## config.mk

```make
export PLATFORM = sky130hd
export DESIGN_NAME = vmem_arbiter_flat
export DESIGN_NICKNAME = d
export VERILOG_FILES = /design/src/rtl/vmem_arbiter_if.sv /design/src/rtl/vmem_arbiter.sv /design/src/flat_wrapper.sv
export SDC_FILE = /design/constraint.sdc
export NUM_CORES = 1
export LEC_CHECK = 0
export BUFFER_PORTS_ARGS = -buffer_cell sky130_fd_sc_hd__buf_2
export CAP_MARGIN = 20
export CORE_MARGIN = 2
export CORE_UTILIZATION = 40
export DETAILED_ROUTE_END_ITERATION = 12
export SYNTH_ARGS = -nofsm -noshare
export SYNTH_HDL_FRONTEND = slang
export SYNTH_SLANG_ARGS = --single-unit
```

## constraint.sdc

```tcl
create_clock -name clk -period 4.55 [get_ports clk]
set_input_delay 0.2275 -clock clk [delete_from_list [all_inputs] [get_ports clk]]
set_output_delay 0.2275 -clock clk [all_outputs]
set_load 0.005 [all_outputs]
```

## src/rtl/vmem_arbiter_if.sv

```systemverilog
// Client- and memory-side signals of the video memory arbiter.
// The slave modport is the arbiter; the master modport is the pixel fetch, write client and memory.
interface vmem_arbiter_if #(
  parameter int AW = 19,
  parameter int DW = 24
);
  logic          rd_req;
  logic [AW-1:0] rd_addr;
  logic          rd_valid;
  logic [DW-1:0] rd_data;

  logic          wr_valid;
  logic          wr_ready;
  logic [AW-1:0] wr_addr;
  logic [DW-1:0] wr_data;

  logic          mem_en;
  logic          mem_we;
  logic [AW-1:0] mem_addr;
  logic [DW-1:0] mem_wdata;
  logic [DW-1:0] mem_rdata;

  modport slave (
    input  rd_req, rd_addr, wr_valid, wr_addr, wr_data, mem_rdata,
    output rd_valid, rd_data, wr_ready, mem_en, mem_we, mem_addr, mem_wdata
  );

  modport master (
    output rd_req, rd_addr, wr_valid, wr_addr, wr_data, mem_rdata,
    input  rd_valid, rd_data, wr_ready, mem_en, mem_we, mem_addr, mem_wdata
  );
endinterface

```

## src/rtl/vmem_arbiter.sv

```systemverilog
// Single-port video memory arbiter: VGA reads win every cycle, buffered writes
// and a whole-memory clear sequencer use the remaining idle cycles.
module vmem_arbiter #(
  parameter int            AW         = 19,
  parameter int            DW         = 24,
  parameter int            FIFO_DEPTH = 4,
  parameter logic [DW-1:0] CLR_VALUE  = '0
) (
  input  logic                          clk,
  input  logic                          resetn,
  vmem_arbiter_if.slave                 bus,
  input  logic                          clr_start,
  output logic                          clr_busy,
  output logic [$clog2(FIFO_DEPTH):0]   fifo_level
);

  localparam int PW = $clog2(FIFO_DEPTH);
  localparam int LW = PW + 1;

  typedef enum logic [1:0] {
    S_IDLE,
    S_DRAIN,
    S_CLEAR
  } state_t;

  state_t        state, state_next;

  logic [AW-1:0] fifo_addr [FIFO_DEPTH];
  logic [DW-1:0] fifo_data [FIFO_DEPTH];
  logic [PW-1:0] wr_ptr, rd_ptr;
  logic [LW-1:0] count, count_next;
  logic [AW-1:0] clr_addr, clr_addr_next;

  logic          fifo_empty;
  logic          fifo_full;
  logic          accept;
  logic          push;
  logic          pop;
  logic          rd_valid_q;

  assign fifo_empty = (count == '0);
  assign fifo_full  = (count == LW'(FIFO_DEPTH));

  // Full means not ready even if this cycle pops: no same-cycle pass-through.
  assign accept     = resetn && (state == S_IDLE) && !fifo_full;
  assign push       = bus.wr_valid && accept;

  assign bus.wr_ready = accept;
  assign bus.rd_valid = rd_valid_q;
  assign bus.rd_data  = bus.mem_rdata;
  assign clr_busy     = (state != S_IDLE);
  assign fifo_level   = count;

  // Memory port priority: read, then clear, then FIFO drain; also next-state logic.
  always_comb begin
    bus.mem_en    = 1'b0;
    bus.mem_we    = 1'b0;
    bus.mem_addr  = bus.rd_addr;
    bus.mem_wdata = fifo_data[rd_ptr];
    pop           = 1'b0;
    clr_addr_next = clr_addr;
    state_next    = state;

    if (bus.rd_req) begin
      bus.mem_en = 1'b1;
    end else if (state == S_CLEAR) begin
      bus.mem_en    = 1'b1;
      bus.mem_we    = 1'b1;
      bus.mem_addr  = clr_addr;
      bus.mem_wdata = CLR_VALUE;
      clr_addr_next = clr_addr + AW'(1);
    end else if (!fifo_empty) begin
      bus.mem_en   = 1'b1;
      bus.mem_we   = 1'b1;
      bus.mem_addr = fifo_addr[rd_ptr];
      pop          = 1'b1;
    end

    count_next = count + LW'(push) - LW'(pop);

    case (state)
      S_IDLE: begin
        // A push accepted alongside clr_start is drained before clearing.
        if (clr_start)
          state_next = (count_next != '0) ? S_DRAIN : S_CLEAR;
      end
      S_DRAIN: begin
        if (count_next == '0)
          state_next = S_CLEAR;
      end
      S_CLEAR: begin
        if (!bus.rd_req && (clr_addr == '1))
          state_next = S_IDLE;
      end
      default: state_next = S_IDLE;
    endcase
  end

  always_ff @(posedge clk) begin
    if (!resetn) begin
      state      <= S_IDLE;
      clr_addr   <= '0;
      count      <= '0;
      wr_ptr     <= '0;
      rd_ptr     <= '0;
      rd_valid_q <= 1'b0;
    end else begin
      state      <= state_next;
      clr_addr   <= clr_addr_next;
      count      <= count_next;
      rd_valid_q <= bus.rd_req;
      if (push)
        wr_ptr <= wr_ptr + PW'(1);
      if (pop)
        rd_ptr <= rd_ptr + PW'(1);
    end
  end

  // FIFO storage carries no reset; occupancy alone decides what is valid.
  always_ff @(posedge clk) begin
    if (push) begin
      fifo_addr[wr_ptr] <= bus.wr_addr;
      fifo_data[wr_ptr] <= bus.wr_data;
    end
  end

endmodule

```

## src/flat_wrapper.sv

```systemverilog
// flat-port wrapper written by rule: the top's interface ports become plain ports
module vmem_arbiter_flat 
#(
  parameter int            AW         = 19,
  parameter int            DW         = 24,
  parameter int            FIFO_DEPTH = 4,
  parameter logic [DW-1:0] CLR_VALUE  = '0
)
  (clk, resetn, clr_start, clr_busy, fifo_level, bus_rd_req, bus_rd_addr, bus_wr_valid, bus_wr_addr, bus_wr_data, bus_mem_rdata, bus_rd_valid, bus_rd_data, bus_wr_ready, bus_mem_en, bus_mem_we, bus_mem_addr, bus_mem_wdata);
  vmem_arbiter_if #(.AW(AW), .DW(DW)) bus_i ();
  input  logic clk;
  input  logic resetn;
  input  logic clr_start;
  output logic clr_busy;
  output logic [$clog2(FIFO_DEPTH):0] fifo_level;
  input wire logic [$bits(bus_i.rd_req)-1:0] bus_rd_req;
  input wire logic [$bits(bus_i.rd_addr)-1:0] bus_rd_addr;
  input wire logic [$bits(bus_i.wr_valid)-1:0] bus_wr_valid;
  input wire logic [$bits(bus_i.wr_addr)-1:0] bus_wr_addr;
  input wire logic [$bits(bus_i.wr_data)-1:0] bus_wr_data;
  input wire logic [$bits(bus_i.mem_rdata)-1:0] bus_mem_rdata;
  output wire logic [$bits(bus_i.rd_valid)-1:0] bus_rd_valid;
  output wire logic [$bits(bus_i.rd_data)-1:0] bus_rd_data;
  output wire logic [$bits(bus_i.wr_ready)-1:0] bus_wr_ready;
  output wire logic [$bits(bus_i.mem_en)-1:0] bus_mem_en;
  output wire logic [$bits(bus_i.mem_we)-1:0] bus_mem_we;
  output wire logic [$bits(bus_i.mem_addr)-1:0] bus_mem_addr;
  output wire logic [$bits(bus_i.mem_wdata)-1:0] bus_mem_wdata;
  assign bus_i.rd_req = bus_rd_req;
  assign bus_i.rd_addr = bus_rd_addr;
  assign bus_i.wr_valid = bus_wr_valid;
  assign bus_i.wr_addr = bus_wr_addr;
  assign bus_i.wr_data = bus_wr_data;
  assign bus_i.mem_rdata = bus_mem_rdata;
  assign bus_rd_valid = bus_i.rd_valid;
  assign bus_rd_data = bus_i.rd_data;
  assign bus_wr_ready = bus_i.wr_ready;
  assign bus_mem_en = bus_i.mem_en;
  assign bus_mem_we = bus_i.mem_we;
  assign bus_mem_addr = bus_i.mem_addr;
  assign bus_mem_wdata = bus_i.mem_wdata;
  vmem_arbiter #(.AW(AW), .DW(DW), .FIFO_DEPTH(FIFO_DEPTH), .CLR_VALUE(CLR_VALUE)) u_core (.clk(clk), .resetn(resetn), .bus(bus_i), .clr_start(clr_start), .clr_busy(clr_busy), .fifo_level(fifo_level));
endmodule
```

Word level (Yosys, flattened, before mapping)

Memories as Yosys holds them, arrays and structs flattened. A register that Yosys moved wholly into a read port is not among the register bits.
Index checks and enable logic that the tools add are counted.

Flip-flop bits (word level): 29
Latch bits: 0
Memory bits (writable): 172
Bits in read-only memories: 0
Input bits: 91
Output and inout bits: 75
Word-level logic and storage cells: 56
Memories kept: 2

Memories:

| name             | depth | bits a word | rd ports | clocked after memory_dff | wr ports | line               | source |
|---|---|---|---|---|---|---|---|
| u_core.fifo_data | 4     | 24          | 1        | 1                        | 1        | vmem_arbiter.sv:29 | `logic [DW-1:0] fifo_data [FIFO_DEPTH];` |
| u_core.fifo_addr | 4     | 19          | 1        | 1                        | 1        | vmem_arbiter.sv:28 | `logic [AW-1:0] fifo_addr [FIFO_DEPTH];` |

$add $sub $neg: 5
$mul: 0
Divide/modulo/power cells: 0
Magnitude comparators: 0
Equal/unequal tests: 7
Shift-type cells: 0
Multiplexer cells: 22
Bitwise operators: 1
Reduce and logical (&&, ||, !) cells: 13

Operators with widths:

| cell                  | number |
|---|---|
| $mux 19               | 3 |
| $mux 24               | 2 |
| $add 19x1->19 const B | 1 |
| $eq 19x19->1 const B  | 1 |
| $mux 2                | 8 |
| $mux 1                | 8 |
| $logic_not 3->1       | 2 |
| $pmux 2 s3            | 1 |
| $add 2x1->2 const B   | 2 |
| $logic_and 1x1->1     | 4 |
| $ne 2x2->1 const B    | 2 |
| $add 3x1->3           | 1 |
| $eq 3x3->1 const B    | 1 |
| $reduce_and 3->1      | 1 |
| $reduce_bool 3->1     | 1 |
| $sub 3x1->3           | 1 |
| $eq 2x1->1 const B    | 1 |
| $eq 2x2->1 const B    | 1 |
| $logic_not 1->1       | 2 |
| $logic_not 2->1       | 1 |
| $ne 2x1->1 const B    | 1 |
| $reduce_and 2->1      | 1 |
| $reduce_bool 2->1     | 1 |
| $not 1->1             | 1 |

Logic depth before layout (Yosys ltp)

Depth in word-level cells: 10
Depth in mapped cells: 12
Depth with buffers taken out: 11

Least setup slack after synthesis

Ideal clock, no wire load.

Kind: register -> register
Start: register u_core.state[0]
End: register u_core.state[1]
Library setup time: 0.116 ns
Arrival: 2.401 ns
Data required time: 4.434 ns
Slack: 2.033 ns
Stages on the path, launching flop included: 13
Buffers on the path: 1
Period minus slack after synthesis: 2.517 ns
Cells stage by stage: dfxtp_1 and2b_1 buf_2 or3_1 inv_2 ha_1 inv_1 ha_1 fa_1 xnor2_1 xnor2_1 nor3_1 a31o_2

Elaborated cells on any way between the ends: 19
Those cells by class: 2 x add/sub; 5 x eq/ne; 5 x mux; 7 x reduce/logical

RTL lines:

| item                     | line                | source |
|---|---|---|
| start: declaration       | vmem_arbiter.sv:26  | `state_t state, state_next;` |
| start signal: assignment | vmem_arbiter.sv:108 | `state <= state_next;` |
| $eq 2x2->1 *             | vmem_arbiter.sv:66  | `end else if (state == S_CLEAR) begin` |
| $mux 1 *                 | vmem_arbiter.sv:66  |  |
| $mux 1 *                 | vmem_arbiter.sv:64  | `if (bus.rd_req) begin` |
| via u_core.pop           | vmem_arbiter.sv:38  | `logic pop;` |
| $sub 3x1->3 *            | vmem_arbiter.sv:79  | `count_next = count + LW'(push) - LW'(pop);` |
| $reduce_bool 3->1        | vmem_arbiter.sv:85  | `state_next = (count_next != '0) ? S_DRAIN : S_CLEAR;` |
| $mux 2                   | vmem_arbiter.sv:85  |  |
| $mux 2                   | vmem_arbiter.sv:84  | `if (clr_start)` |
| $pmux 2 s3               | vmem_arbiter.sv:81  | `case (state)` |

The timed path passes the listed nets; every way through them passes the cells marked *. The select of a mux whose other input is x is not followed.
A chain may end at the register's enable or synchronous reset.

Final worst setup path

Same ends and word-level chain as after synthesis.

==> results.md <==
* Crit. End Element: register
* Largest net degree at the start of global routing at 44
* Tmin final at 3330 ps
* Initial DRC Count at 272
* Area of the core at 20300 sq um
* Synthesis-to-layout area growth at 21.5%
* Clk_skew at 16.3 ps
* Net count after synthesis at about 610
* Post-CTS Setup Bufs at 0
* Diode count at 0
* Height of the die at 148 um
* Post-route DRC violation count at 0
* Warnings from Yosys at 0
* Top Metal Used: met4
* Vias/cell at 5.08
* Die X at 148 um
* Worst Path Arrival at around 3800 ps
* H-tree levels at 1
* Status: completed
* Period utilization at ~73%
* Power Dens Cells at about 500 nW/um^2
* RSZ-0062 raised after global routing: no
* Cell family with most CP delay: simple AND/OR/NAND/NOR gates
* Row Count at 52
* Post-synth EDFFs at roughly 170
* TNS Setup at 0 ps
* Detailed Place HPWL at 11.3 mm
* P_leak at about 0.0036 uW
* CP max stage delay at 740 ps
* Share of post-route cells with drive strength above 1 at between 30% and 40%
* Congestion Overflow GR at 0
* Dpl ws at 1260 ps
* Crit-path slowest cell: or3_1
* Met2 routed WL at 9.10 mm
* Avg Cell Area, Syn at 16.3 sq um
* Startpoint types: register
* CP cell instances: and2b_1 > or3_1 > inv_2 > ha_1 > inv_1 > ha_1 > fa_1 > xnor2_1 > xnor2_1 > nor3_1 > a31o_2
* Yosys cell types at 40
* Buf+Inv Stages, Crit Path at 2
* Clk pin slew, worst setup/hold paths at roughly 60 ps
* Initial DRT Pass Iterations at 4
* Post-DRT Antenna Nets at 0
* Routed WL per cell at about 19 um
* Final setup fails at 0
* Max_cap viols at 0
* Vias in the first global route at slightly above 5000
* Routed met3 length at 857 um
* RePlAce Congestion at 0.795
* Crit path required time at 4990 ps
* Root buf cell: clkbuf_16
* I/O pin count at 166
* Filler cells at 1786
* Sink Count at 203
* Sequential area share after synthesis at 69.6%
* Buffers added on ports at 117
* Final WL at 17.9 mm
* Hold crit path type: input pin to register
* Critical path class: register to register
* Post-Syn Area at 8320 sq um
* Normalized max-slew margin at 37.2%
* Starting Density at between 40 and 50%
* FF+latch count, synth at 203
* Final Max Slew Viols at 0
* Initial antenna violation count at 0
* Slew @ Worst Pin at 942 ps
* Via Count at approximately 4800
* GR Util All Layers at 16.3%
* Metal-1 WL at between 7 and 8 mm
* Async S/R FF share, synth at 0%
* Worst-Skew Late Latency at 490 ps
* Clock buffer depth at 3
* Endpoints failing hold at 0
* Die ar. at about 22000 sq um
* Peak Freq at around 300 MHz
* PnR worst setup slack at about 1200 ps
* Global-route wire length before repair at 27.8 mm
* Top FF cell, synth: edfxtp_1
* Crit Path Max Fanout at 22
* TritonCTS Buffers at 22
* CTS tree: built
* Cells resized by post-CTS repair at 0
* Worst IR drop on VDD at ~290 uV
* Final design utilization at 49.8%
* Net count, final at 750
* Gate Count Post-Synth at 510
cells by family (layout without fill, tap and decap cells):
family | Yosys count | in the layout | synth area share, %
simple gates | 136 | 136 | 8.71
flops | 203 | 203 | 69.6
fa+ha+maj | 8 | 8 | 1.29
mux | 45 | 45 | 11.9
xor+xnor | 13 | 13 | 1.37
compound gates | 43 | 43 | 3.04
buf+inv | 62 | 218 | 4.12
where the power goes:
group          internal (uW)  switching (uW)  leakage, uW
Combinational            594             479      0.00142
Clock                    971             662     0.000324
Sequential              2150             160      0.00181
Total                   3710            1300      0.00355
final cells by class:
type / instances / area, sq um / share of cell area [%]
multi-input cells: 245 / 2200 / 21.7
flip-flops and latches: 203 / 5790 / 57.3
inverters: 12 / 45.0 / 0.446
well taps: 270 / 338 / 3.34
repair buffers: 167 / 1070 / 10.6
clock inverters: 12 / 77.6 / 0.768
clock buffers: 27 / 591 / 5.84
stage by stage:
step | area, sq um | power, uW | hold slack, ps | instances
4_1_cts | 10100 | 5090 | 46.3 | 936
3_3_place_gp | 9010 | 3390 | 437 | 854
5_1_grt | 10100 | 5260 | 54.5 | 936
6_report | 10100 | 5020 | 60.3 | 936
3_5_place_dp | 9010 | 3420 | 444 | 854
2_1_floorplan | 8320 | 3000 | 326 | 510
cells in the final DEF, fill, tap and decap left out, types with 4 or more instances in the layout:
cell / instances
edfxtp_1: 172
buf_2: 117
nor2_1: 50
mux4_2: 43
dlygate4sd3_1: 43
dfxtp_1: 29
nor2b_1: 24
clkbuf_16: 23
o22ai_1: 19
a21oi_1: 13
nand2_1: 12
inv_1: 11
xnor2_1: 9
or3_1: 8
o21ai_0: 7
ha_1: 7
buf_4: 7
clkinv_1: 6
and2_1: 5
nand4_1: 5
nor3_1: 4
and4_1: 4
and2_2: 4
xor2_1: 4
nand3_1: 4
clkbuf_1: 4
per-layer routing:
metal	global-route usage, %	up-vias
met5	0	-
met2	28.6	107
li1	-	2208
met4	4.71	0
met1	20.7	2405
met3	2.91	35
cells in the mapped netlist (2+ instances only):
library cell / number / area [sq um]
a21oi_1: 13 / 65.1
and2_1: 9 / 56.3
and3_1: 2 / 12.5
and4_1: 4 / 35.0
buf_2: 10 / 50.1
buf_4: 24 / 180
clkbuf_1: 14 / 52.6
dfxtp_1: 31 / 621
edfxtp_1: 172 / 5160
ha_1: 7 / 87.6
inv_1: 11 / 41.3
mux2i_1: 2 / 20.0
mux4_2: 43 / 968
nand2_1: 12 / 45.0
nand2b_1: 3 / 18.8
nand3_1: 4 / 20.0
nand4_1: 5 / 31.3
nor2_1: 50 / 188
nor2b_1: 24 / 150
nor3_1: 4 / 20.0
nor4_1: 3 / 18.8
o21ai_0: 7 / 35.0
o22ai_1: 19 / 119
o31ai_1: 2 / 15.0
or3_1: 8 / 50.1
or4_1: 2 / 15.0
xnor2_1: 9 / 78.8
xor2_1: 4 / 35.0
registers in the layout (all words and copies together), names as in the netlist, named ones only:
register,cells
u_core.fifo_data,96
u_core.bus.rd_valid,1
u_core.fifo_level,3
u_core.state,2
u_core.fifo_addr,76
u_core.clr_addr,19
u_core.wr_ptr,2
u_core.rd_ptr,2
path summary, 6_finish.rpt:
| kind | start | to | slack (ps) | depth (start not counted) |
|---|---|---|---|---|
| max | u_core.state[0] | u_core.state[1] | 1220 | 11 |
| min | bus_rd_req | u_core.bus.rd_valid | 60 | 2 |
| max reg2reg | u_core.state[0] | u_core.state[1] | 1220 | 11 |
| min reg2reg | u_core.rd_ptr[1] | register | 500 | 2 |
repair_timing:
action                     CTS  global route
hold endpoints to repair   172             0
setup endpoints to repair    0             0
hold buffers                43             0
(Power assumes the default switching activity.)
